<file path="src/rtl/pipelined_adder_if.sv">
// Operand/result handshake bundle for pipelined_adder.
// The master drives operands and out_ready; the slave (the adder) returns results and in_ready.
interface pipelined_adder_if #(
  parameter int unsigned WIDTH = 8
);
  logic             in_valid;
  logic             in_ready;
  logic [WIDTH-1:0] x;
  logic [WIDTH-1:0] y;
  logic             carry_in;
  logic             op_sub;
  logic             out_valid;
  logic             out_ready;
  logic [WIDTH-1:0] sum;
  logic             carry_out;
  logic             overflow;

  modport master (
    output in_valid, x, y, carry_in, op_sub, out_ready,
    input  in_ready, out_valid, sum, carry_out, overflow
  );

  modport slave (
    input  in_valid, x, y, carry_in, op_sub, out_ready,
    output in_ready, out_valid, sum, carry_out, overflow
  );
endinterface

</file>
<file path="src/rtl/pipelined_adder.sv">
// Pipelined add/subtract: WIDTH bits split into STAGES carry-chained chunks, one chunk per stage,
// with per-stage valid bits and collapsing bubbles under valid/ready flow control.
module pipelined_adder #(
  parameter int unsigned WIDTH  = 8,
  parameter int unsigned STAGES = 2
) (
  input logic              clk,
  input logic              rst_n,
  pipelined_adder_if.slave bus
);
  localparam int unsigned CW = WIDTH / STAGES;

  if (WIDTH < 1 || STAGES < 1 || (WIDTH % STAGES) != 0) begin : g_param_check
    $error("pipelined_adder: WIDTH must be a non-zero multiple of STAGES");
  end

  logic [STAGES-1:0] v_q;
  logic [STAGES-1:0] c_q;
  logic [WIDTH-1:0]  a_q [STAGES];
  logic [WIDTH-1:0]  b_q [STAGES];
  logic [WIDTH-1:0]  s_q [STAGES];
  logic              ovf_q;

  logic [STAGES-1:0] ready;
  logic [STAGES-1:0] v_src;
  logic [STAGES-1:0] c_src;
  logic [STAGES-1:0] c_nxt;
  logic [WIDTH-1:0]  a_src [STAGES];
  logic [WIDTH-1:0]  b_src [STAGES];
  logic [WIDTH-1:0]  s_src [STAGES];
  logic [WIDTH-1:0]  s_nxt [STAGES];
  logic [CW:0]       chunk [STAGES];
  logic              ovf_nxt;

  // Stage k may load unless it and every stage after it are full with the output stalled.
  always_comb begin
    for (int k = 0; k < STAGES; k++) begin
      ready[k] = bus.out_ready | ((v_q >> k) != ({STAGES{1'b1}} >> k));
    end
  end

  always_comb begin
    a_src[0] = bus.x;
    b_src[0] = bus.op_sub ? ~bus.y : bus.y;
    s_src[0] = '0;
    c_src[0] = bus.carry_in;
    v_src[0] = bus.in_valid;
    for (int k = 1; k < STAGES; k++) begin
      a_src[k] = a_q[k-1];
      b_src[k] = b_q[k-1];
      s_src[k] = s_q[k-1];
      c_src[k] = c_q[k-1];
      v_src[k] = v_q[k-1];
    end
    for (int k = 0; k < STAGES; k++) begin
      chunk[k] = {1'b0, a_src[k][k*CW +: CW]} + {1'b0, b_src[k][k*CW +: CW]}
               + {{CW{1'b0}}, c_src[k]};
      s_nxt[k] = s_src[k];
      s_nxt[k][k*CW +: CW] = chunk[k][CW-1:0];
      c_nxt[k] = chunk[k][CW];
    end
    // Carry into the MSB is recovered as sum ^ a ^ b at that bit.
    ovf_nxt = c_nxt[STAGES-1] ^ s_nxt[STAGES-1][WIDTH-1]
            ^ a_src[STAGES-1][WIDTH-1] ^ b_src[STAGES-1][WIDTH-1];
  end

  always_ff @(posedge clk or negedge rst_n) begin
    if (!rst_n) begin
      v_q   <= '0;
      c_q   <= '0;
      ovf_q <= 1'b0;
      for (int k = 0; k < STAGES; k++) begin
        a_q[k] <= '0;
        b_q[k] <= '0;
        s_q[k] <= '0;
      end
    end else begin
      for (int k = 0; k < STAGES; k++) begin
        if (ready[k]) begin
          v_q[k] <= v_src[k];
        end
        // Data only moves with a valid beat so outputs keep the last result across bubbles.
        if (ready[k] && v_src[k]) begin
          a_q[k] <= a_src[k];
          b_q[k] <= b_src[k];
          s_q[k] <= s_nxt[k];
          c_q[k] <= c_nxt[k];
        end
      end
      if (ready[STAGES-1] && v_src[STAGES-1]) begin
        ovf_q <= ovf_nxt;
      end
    end
  end

  assign bus.in_ready  = ready[0];
  assign bus.out_valid = v_q[STAGES-1];
  assign bus.sum       = s_q[STAGES-1];
  assign bus.carry_out = c_q[STAGES-1];
  assign bus.overflow  = ovf_q;
endmodule

</file>
<file path="src/flat_wrapper.sv">
// flat-port wrapper written by rule: the top's interface ports become plain ports
module pipelined_adder_flat 
#(
  parameter int unsigned WIDTH  = 8,
  parameter int unsigned STAGES = 2
)
  (clk, rst_n, bus_in_valid, bus_x, bus_y, bus_carry_in, bus_op_sub, bus_out_ready, bus_in_ready, bus_out_valid, bus_sum, bus_carry_out, bus_overflow);
  pipelined_adder_if #(.WIDTH(WIDTH)) bus_i ();
  input logic clk;
  input logic rst_n;
  input wire logic [$bits(bus_i.in_valid)-1:0] bus_in_valid;
  input wire logic [$bits(bus_i.x)-1:0] bus_x;
  input wire logic [$bits(bus_i.y)-1:0] bus_y;
  input wire logic [$bits(bus_i.carry_in)-1:0] bus_carry_in;
  input wire logic [$bits(bus_i.op_sub)-1:0] bus_op_sub;
  input wire logic [$bits(bus_i.out_ready)-1:0] bus_out_ready;
  output wire logic [$bits(bus_i.in_ready)-1:0] bus_in_ready;
  output wire logic [$bits(bus_i.out_valid)-1:0] bus_out_valid;
  output wire logic [$bits(bus_i.sum)-1:0] bus_sum;
  output wire logic [$bits(bus_i.carry_out)-1:0] bus_carry_out;
  output wire logic [$bits(bus_i.overflow)-1:0] bus_overflow;
  assign bus_i.in_valid = bus_in_valid;
  assign bus_i.x = bus_x;
  assign bus_i.y = bus_y;
  assign bus_i.carry_in = bus_carry_in;
  assign bus_i.op_sub = bus_op_sub;
  assign bus_i.out_ready = bus_out_ready;
  assign bus_in_ready = bus_i.in_ready;
  assign bus_out_valid = bus_i.out_valid;
  assign bus_sum = bus_i.sum;
  assign bus_carry_out = bus_i.carry_out;
  assign bus_overflow = bus_i.overflow;
  pipelined_adder #(.WIDTH(WIDTH), .STAGES(STAGES)) u_core (.clk(clk), .rst_n(rst_n), .bus(bus_i));
endmodule
</file>
<file path="config.mk">
export PLATFORM = sky130hd
export DESIGN_NAME = pipelined_adder_flat
export DESIGN_NICKNAME = d
export VERILOG_FILES = /design/src/rtl/pipelined_adder_if.sv /design/src/rtl/pipelined_adder.sv /design/src/flat_wrapper.sv
export SDC_FILE = /design/constraint.sdc
export NUM_CORES = 1
export LEC_CHECK = 0
export ABC_AREA = 1
export ABC_CLOCK_PERIOD_IN_PS = 2650
export BUFFER_PORTS_ARGS = -buffer_cell sky130_fd_sc_hd__buf_2
export CELL_PAD_IN_SITES_DETAIL_PLACEMENT = 1
export CELL_PAD_IN_SITES_GLOBAL_PLACEMENT = 1
export CORE_UTILIZATION = 42
export DETAILED_ROUTE_END_ITERATION = 7
export PLACE_DENSITY_LB_ADDON = 0.1
export SYNTH_ARGS = -nofsm -noshare
export SYNTH_HDL_FRONTEND = slang
export SYNTH_SLANG_ARGS = --single-unit
</file>
<file path="constraint.sdc">
create_clock -name clk -period 2.65 [get_ports clk]
set_clock_uncertainty 0.2 [all_clocks]
set_input_delay 0.53 -clock clk [delete_from_list [all_inputs] [get_ports clk]]
set_output_delay 0.53 -clock clk [all_outputs]
set_load 0.01 [all_outputs]
</file>
### Yosys cells after proc, flatten, opt, wreduce, memory -nomap -nowiden

Index checks and enable logic that the tools add are counted.
Widths: inputs -> output; s select.

* register bits after elaboration: 33
* memory bits (writable): 0
* logic and storage cells: 24
* output and inout port bits: 12
* latch bits: 0
* input port bits: 22
* memories: 0
* bits in read-only memories: 0

* reduce and logical (&&, ||, !) cells: 2
* muxes and demuxes: 1
* shift-type cells: 0
* $mul: 0
* add/subtract/negate cells: 4
* bitwise gates (word level): 7
* $lt $le $gt $ge: 0
* equality and inequality tests: 1
* div/mod/pow operators: 0

Operators with widths (count)
* $add 4x4->5: 2
* $add 5x1->5: 2
* $mux 8: 1
* $not 8->8: 1
* $xor 1x1->1: 3
* $logic_and 1x1->1: 2
* $ne 2x2->1 const B: 1
* $or 1x1->1: 2
* $not 1->1: 1

### Longest topological paths before layout

* word-level depth: 5
* depth in mapped cells: 9
* depth with buffers taken out: 9

### Least setup slack after synthesis

No wires, ideal clock.

* path type: input -> register
* from: input port bus_op_sub
* to: register u_core.c_q[0]
* stages: 9
* setup slack: 0.513 ns
* buffers on the path: 1
* data arrival time: 1.813 ns
* cells stage by stage: buf_4 xnor2_1 fa_1 inv_1 fa_1 nand2_1 inv_1 o21ai_0 a21oi_2

* cells in the longest elaborated chain, start to end: 3

Ends and longest elaborated chain
* start: declaration: RTL line flat_wrapper.sv:15 `input wire logic [$bits(bus_i.op_sub)-1:0] bus_op_sub;`
* $mux 8: RTL line pipelined_adder.sv:44 `b_src[0] = bus.op_sub ? ~bus.y : bus.y;`
* $add 4x4->5: RTL line pipelined_adder.sv:56 `chunk[k] = {1'b0, a_src[k][k*CW +: CW]} + {1'b0, b_src[k][k*CW +: CW]}`
* $add 5x1->5: RTL line pipelined_adder.sv:57 `+ {{CW{1'b0}}, c_src[k]};`
* end signal: indexed assignment: RTL line pipelined_adder.sv:87 `c_q[k] <= c_nxt[k];`
* end: declaration: RTL line pipelined_adder.sv:18 `logic [STAGES-1:0] c_q;`

Every way passes these cells.
A chain may end at the register's enable or synchronous reset.

### Final worst setup path

* from: register u_core.b_q[12] in the netlist's numbering
* to: register u_core.ovf_q (netlist: u_core.bus.overflow)

* cells in the longest elaborated chain, start to end: 5

Ends and longest elaborated chain
* start: declaration: RTL line pipelined_adder.sv:20 `logic [WIDTH-1:0] b_q [STAGES];`
* start signal: indexed assignment: RTL line pipelined_adder.sv:85 `b_q[k] <= b_src[k];`
* $add 4x4->5: RTL line pipelined_adder.sv:56
* $add 5x1->5: RTL line pipelined_adder.sv:57
* $xor 1x1->1: RTL line pipelined_adder.sv:63 `ovf_nxt = c_nxt[STAGES-1] ^ s_nxt[STAGES-1][WIDTH-1]`
* $xor 1x1->1 (2 in series): RTL line pipelined_adder.sv:64 `^ a_src[STAGES-1][WIDTH-1] ^ b_src[STAGES-1][WIDTH-1];`
* end signal: assignment: RTL line pipelined_adder.sv:91 `ovf_q <= ovf_nxt;`
* end: declaration: RTL line pipelined_adder.sv:22 `logic ovf_q;`

Every way passes these cells.

==> report_table.html <==
<table>
<tr><th>Metric</th><th>Value</th></tr>
<tr><th colspan="2">Flow run</th></tr>
<tr><td>Count of maximum capacitance violations</td><td>0</td></tr>
<tr><th colspan="2">Synth</th></tr>
<tr><td>Post-synthesis net count</td><td>188</td></tr>
<tr><td>Warnings, synthesis</td><td>0</td></tr>
<tr><td>Share of synthesized area occupied by flip-flops and latches</td><td>44.6%</td></tr>
<tr><td>Distinct cell type count of the synthesized netlist</td><td>25</td></tr>
<tr><td>Post-synthesis area per instance</td><td>8.99 um2</td></tr>
<tr><td>Proportion of netlist area held by the largest area contributor</td><td>44.6%</td></tr>
<tr><td>Cell taking the most area after synthesis</td><td>sky130_fd_sc_hd__dfrtp_1</td></tr>
<tr><td>Top cells by area in the synthesized netlist</td><td>sky130_fd_sc_hd__dfrtp_1, sky130_fd_sc_hd__nand2_1, sky130_fd_sc_hd__fa_1, sky130_fd_sc_hd__ha_1, sky130_fd_sc_hd__inv_1</td></tr>
<tr><td>Mapped Area</td><td>1400 um2</td></tr>
<tr><td>Number of register bits inferred by synthesis</td><td>25</td></tr>
<tr><td>Post-Synthesis Cells</td><td>156</td></tr>
<tr><th colspan="2">Worst setup path</th></tr>
<tr><td>Startpoint type of the worst setup path</td><td>register</td></tr>
<tr><td>Highest fanout seen on the critical path</td><td>3</td></tr>
<tr><td>Library cell contributing the largest single delay on the critical path</td><td>sky130_fd_sc_hd__fa_1</td></tr>
<tr><td>Biggest cell delay along the critical path</td><td>0.47 ns</td></tr>
<tr><td>Setup CP Type</td><td>register to register</td></tr>
<tr><td>CP Cell Sequence</td><td>fa_1 -&gt; inv_1 -&gt; fa_1 -&gt; nor2_1 -&gt; o21ai_0 -&gt; nand3_1 -&gt; nand2_1 -&gt; nand2_1</td></tr>
<tr><td>Required time at the endpoint of the critical path</td><td>2.67 ns</td></tr>
<tr><td>Data arrival time of the worst path</td><td>2.00 ns</td></tr>
<tr><td>Cell family contributing the most delay on the critical path</td><td>adder cells</td></tr>
<tr><td>Type of element capturing the critical path</td><td>register</td></tr>
<tr><td>Sum of buffers and inverters on the critical path</td><td>1</td></tr>
<tr><th colspan="2">Layout</th></tr>
<tr><td>Commonest non-fill, non-tap cell in the layout</td><td>sky130_fd_sc_hd__nand2_1</td></tr>
<tr><td>Commonest cells after routing, fill and taps aside</td><td>sky130_fd_sc_hd__nand2_1, sky130_fd_sc_hd__buf_2, sky130_fd_sc_hd__dfrtp_1, sky130_fd_sc_hd__inv_1, sky130_fd_sc_hd__o21ai_0</td></tr>
<tr><td>Growth of design area from synthesis to finish</td><td>15.8%</td></tr>
<tr><td>Total number of nets in the final design</td><td>224</td></tr>
<tr><td>Fraction of final layout cells sized beyond drive strength 1</td><td>25.7%</td></tr>
<tr><td>Antenna diode count</td><td>0</td></tr>
<tr><td>Filler cells</td><td>417</td></tr>
<tr><td>Post-layout utilization of the core</td><td>52.3%</td></tr>
<tr><th colspan="2">Clocking</th></tr>
<tr><td>Number of clock buffers inserted by TritonCTS</td><td>3</td></tr>
<tr><td>Clock tree from TritonCTS</td><td>built</td></tr>
<tr><td>Root Driver</td><td>sky130_fd_sc_hd__clkbuf_4</td></tr>
<tr><td>Number of clock sinks</td><td>25</td></tr>
<tr><td>Clock-pin slew of the registers on the worst-case setup and hold paths</td><td>0.13 ns</td></tr>
<tr><td>CTS Buffer Depth</td><td>2</td></tr>
<tr><td>Latest clock arrival within the worst-skew pair</td><td>0.31 ns</td></tr>
<tr><td>H-Tree Depth</td><td>1</td></tr>
<tr><th colspan="2">Global routing</th></tr>
<tr><td>Pin count of the biggest net entering global routing</td><td>26</td></tr>
<tr><td>Total GRT Usage</td><td>18.2%</td></tr>
<tr><td>Initial antenna violation count</td><td>0</td></tr>
<tr><td>Via count of the first global-routing pass</td><td>1117</td></tr>
<tr><td>Global-route wire length before repair</td><td>4740 um</td></tr>
<tr><td>GRT Residual Overflow</td><td>0</td></tr>
<tr><th colspan="2">STA</th></tr>
<tr><td>Final Setup Violations</td><td>0</td></tr>
<tr><td>Final TNS setup</td><td>0 ns</td></tr>
<tr><td>Final Hold Viols</td><td>0</td></tr>
<tr><td>Final cycle utilization of the critical path</td><td>74.8%</td></tr>
<tr><td>Max Freq</td><td>505 MHz</td></tr>
<tr><td>Final Critical Period</td><td>1.98 ns</td></tr>
<tr><td>Slew margin rel.</td><td>63.8%</td></tr>
<tr><td>RSZ-0062 raised after global routing</td><td>false</td></tr>
<tr><td>Final Max Tran Viols</td><td>0</td></tr>
<tr><td>Hold Worst Slack</td><td>0.200 ns</td></tr>
<tr><td>Transition at the pin with the smallest max-transition slack</td><td>0.543 ns</td></tr>
<tr><th colspan="2">Power</th></tr>
<tr><td>Ratio of total power to cell area</td><td>711 nW/um2</td></tr>
<tr><td>Share of total power in combinational logic</td><td>38.1%</td></tr>
<tr><td>Cell leakage power</td><td>0.870 nW</td></tr>
<tr><td>Switching Power</td><td>426 uW</td></tr>
<tr><td>Power Internal</td><td>729 uW</td></tr>
<tr><td>Peak supply drop</td><td>0.000223 V</td></tr>
<tr><td>Total Power Consumption</td><td>1.15 mW</td></tr>
<tr><td>Relative contribution of sequential cells to total power</td><td>47.5%</td></tr>
<tr><td>Clock share of power</td><td>14.4%</td></tr>
<tr><td>Share of total power consumed by net switching</td><td>36.9%</td></tr>
<tr><th colspan="2">Route</th></tr>
<tr><td>DRC viols</td><td>0</td></tr>
<tr><td>Detail-routed via count per cell</td><td>4.68</td></tr>
<tr><td>Length of the first detailed-routing pass in iterations</td><td>4</td></tr>
<tr><td>Antenna Violating Nets Remaining</td><td>0</td></tr>
<tr><td>Routed via count</td><td>1100</td></tr>
<tr><td>Average wire per standard cell</td><td>11.4 um</td></tr>
<tr><td>Routed WL</td><td>2680 um</td></tr>
<tr><td>Initial DRC count</td><td>44</td></tr>
<tr><th colspan="2">Placement</th></tr>
<tr><td>Buffers on Ports</td><td>33</td></tr>
<tr><td>Hpwl dp</td><td>2210 um</td></tr>
<tr><td>Routability Congestion</td><td>0.781</td></tr>
<tr><th colspan="2">Floorplanning</th></tr>
<tr><td>Effective utilization at floorplan</td><td>45.2%</td></tr>
<tr><td>Number of standard-cell rows in the floorplan</td><td>20</td></tr>
<tr><td>Die W</td><td>59.8 um</td></tr>
<tr><td>I/O pin count</td><td>34</td></tr>
<tr><td>Total die area</td><td>3570 um2</td></tr>
<tr><td>Vert. Die Dim</td><td>59.8 um</td></tr>
<tr><td>Core area</td><td>3100 um2</td></tr>
<tr><th colspan="2">Worst hold path</th></tr>
<tr><td>Classification of the worst-slack hold path</td><td>primary input to register</td></tr>
<tr><th colspan="2">Run status</th></tr>
<tr><td>Run status</td><td>complete, no violations</td></tr>
</table>
[worst reg2reg max path, cell delays in order (launching register included)]
cell and delay, ns:
sky130_fd_sc_hd__dfrtp_1 0.42, sky130_fd_sc_hd__fa_1 0.47, sky130_fd_sc_hd__inv_1 0.09, sky130_fd_sc_hd__fa_1 0.20
sky130_fd_sc_hd__nor2_1 0.07, sky130_fd_sc_hd__o21ai_0 0.21, sky130_fd_sc_hd__nand3_1 0.11, sky130_fd_sc_hd__nand2_1 0.08
sky130_fd_sc_hd__nand2_1 0.04
[routing by layer]
layer | wire [um] | up-vias | global-route usage [%]
met5 | 0 | - | 0
met4 | 47 | 0 | 7.31
met3 | 100 | 4 | 3.03
met2 | 1380 | 31 | 33.3
met1 | 1150 | 507 | 20.7
li1 | - | 558 | -
[state kept, by name, indices dropped and copies added (netlist names)]
signal and count:
u_core.bus.sum 8, u_core.a_q 4, u_core.bus.overflow 1, u_core.c_q 2, u_core.v_q 2, u_core.b_q 4, u_core.s_nxt 4
[per-stage QoR]
| step | std cells | cell area, um2 | setup slack [ns] |
|---|---|---|---|
| floorplan | 156 | 1400 | 0.513 |
| global placement | 230 | 1590 | 0.424 |
| detailed placement | 230 | 1590 | 0.363 |
| CTS | 235 | 1620 | 0.647 |
| global route | 235 | 1620 | 0.475 |
| finish | 235 | 1620 | 0.669 |
[cell type report]
cell class	instances	area, um2	share of cell area [%]
multi-input combinational	111	676	41.6
sequential	25	626	38.5
timing repair buffer	34	175	10.8
inverter	17	66.3	4.08
tap	44	55.1	3.39
clock buffer	4	26.3	1.62
[logic make-up after synthesis]
family / after synthesis / synth area share, %
AND/OR/NAND/NOR: 73 / 22.7
flip-flops: 25 / 44.6
buffers and inverters: 20 / 7.23
AO/OA/AOI/OAI: 17 / 7.58
XOR/XNOR: 11 / 6.87
adder cells (fa/ha/maj): 10 / 11.1
[final timing paths]
check	start	to	slack, ns	depth (start not counted)
max	u_core.b_q[12]	u_core.bus.overflow	0.67	8
min	bus_x[7]	u_core.a_q[15]	0.20	3
max reg2reg	u_core.b_q[12]	u_core.bus.overflow	0.67	8
min reg2reg	u_core.bus.sum[0]	u_core.bus.sum[0]	0.29	2
max in group asynchronous	rst_n	u_core.a_q[15]	1.37	2
min in group asynchronous	rst_n	u_core.v_q[1]	0.52	2
[Yosys cell counts (all sizes together)]
master	instances
a21oi	3
buf	3
dfrtp	25
fa	4
ha	6
inv	17
nand2	57
nand3	7
nand3b	1
nand4	1
nor2	7
o21ai	13
o31ai	1
xnor2	6
xor2	5
[power groups by stage]
stage | clock network (mW) | logic (mW) | registers, mW
floorplan | 0 | 0.272 | 0.582
global placement | 0 | 0.428 | 0.551
detailed placement | 0 | 0.448 | 0.558
CTS | 0.175 | 0.450 | 0.550
global route | 0.188 | 0.512 | 0.562
finish | 0.166 | 0.441 | 0.548
[timing repair]
item	CTS	global route
buffers inserted	0	0
hold buffers	1	0
endpoints found under the hold margin	25	0
resized for setup	0	0
Note: power is estimated with default switching activity, not from simulation.
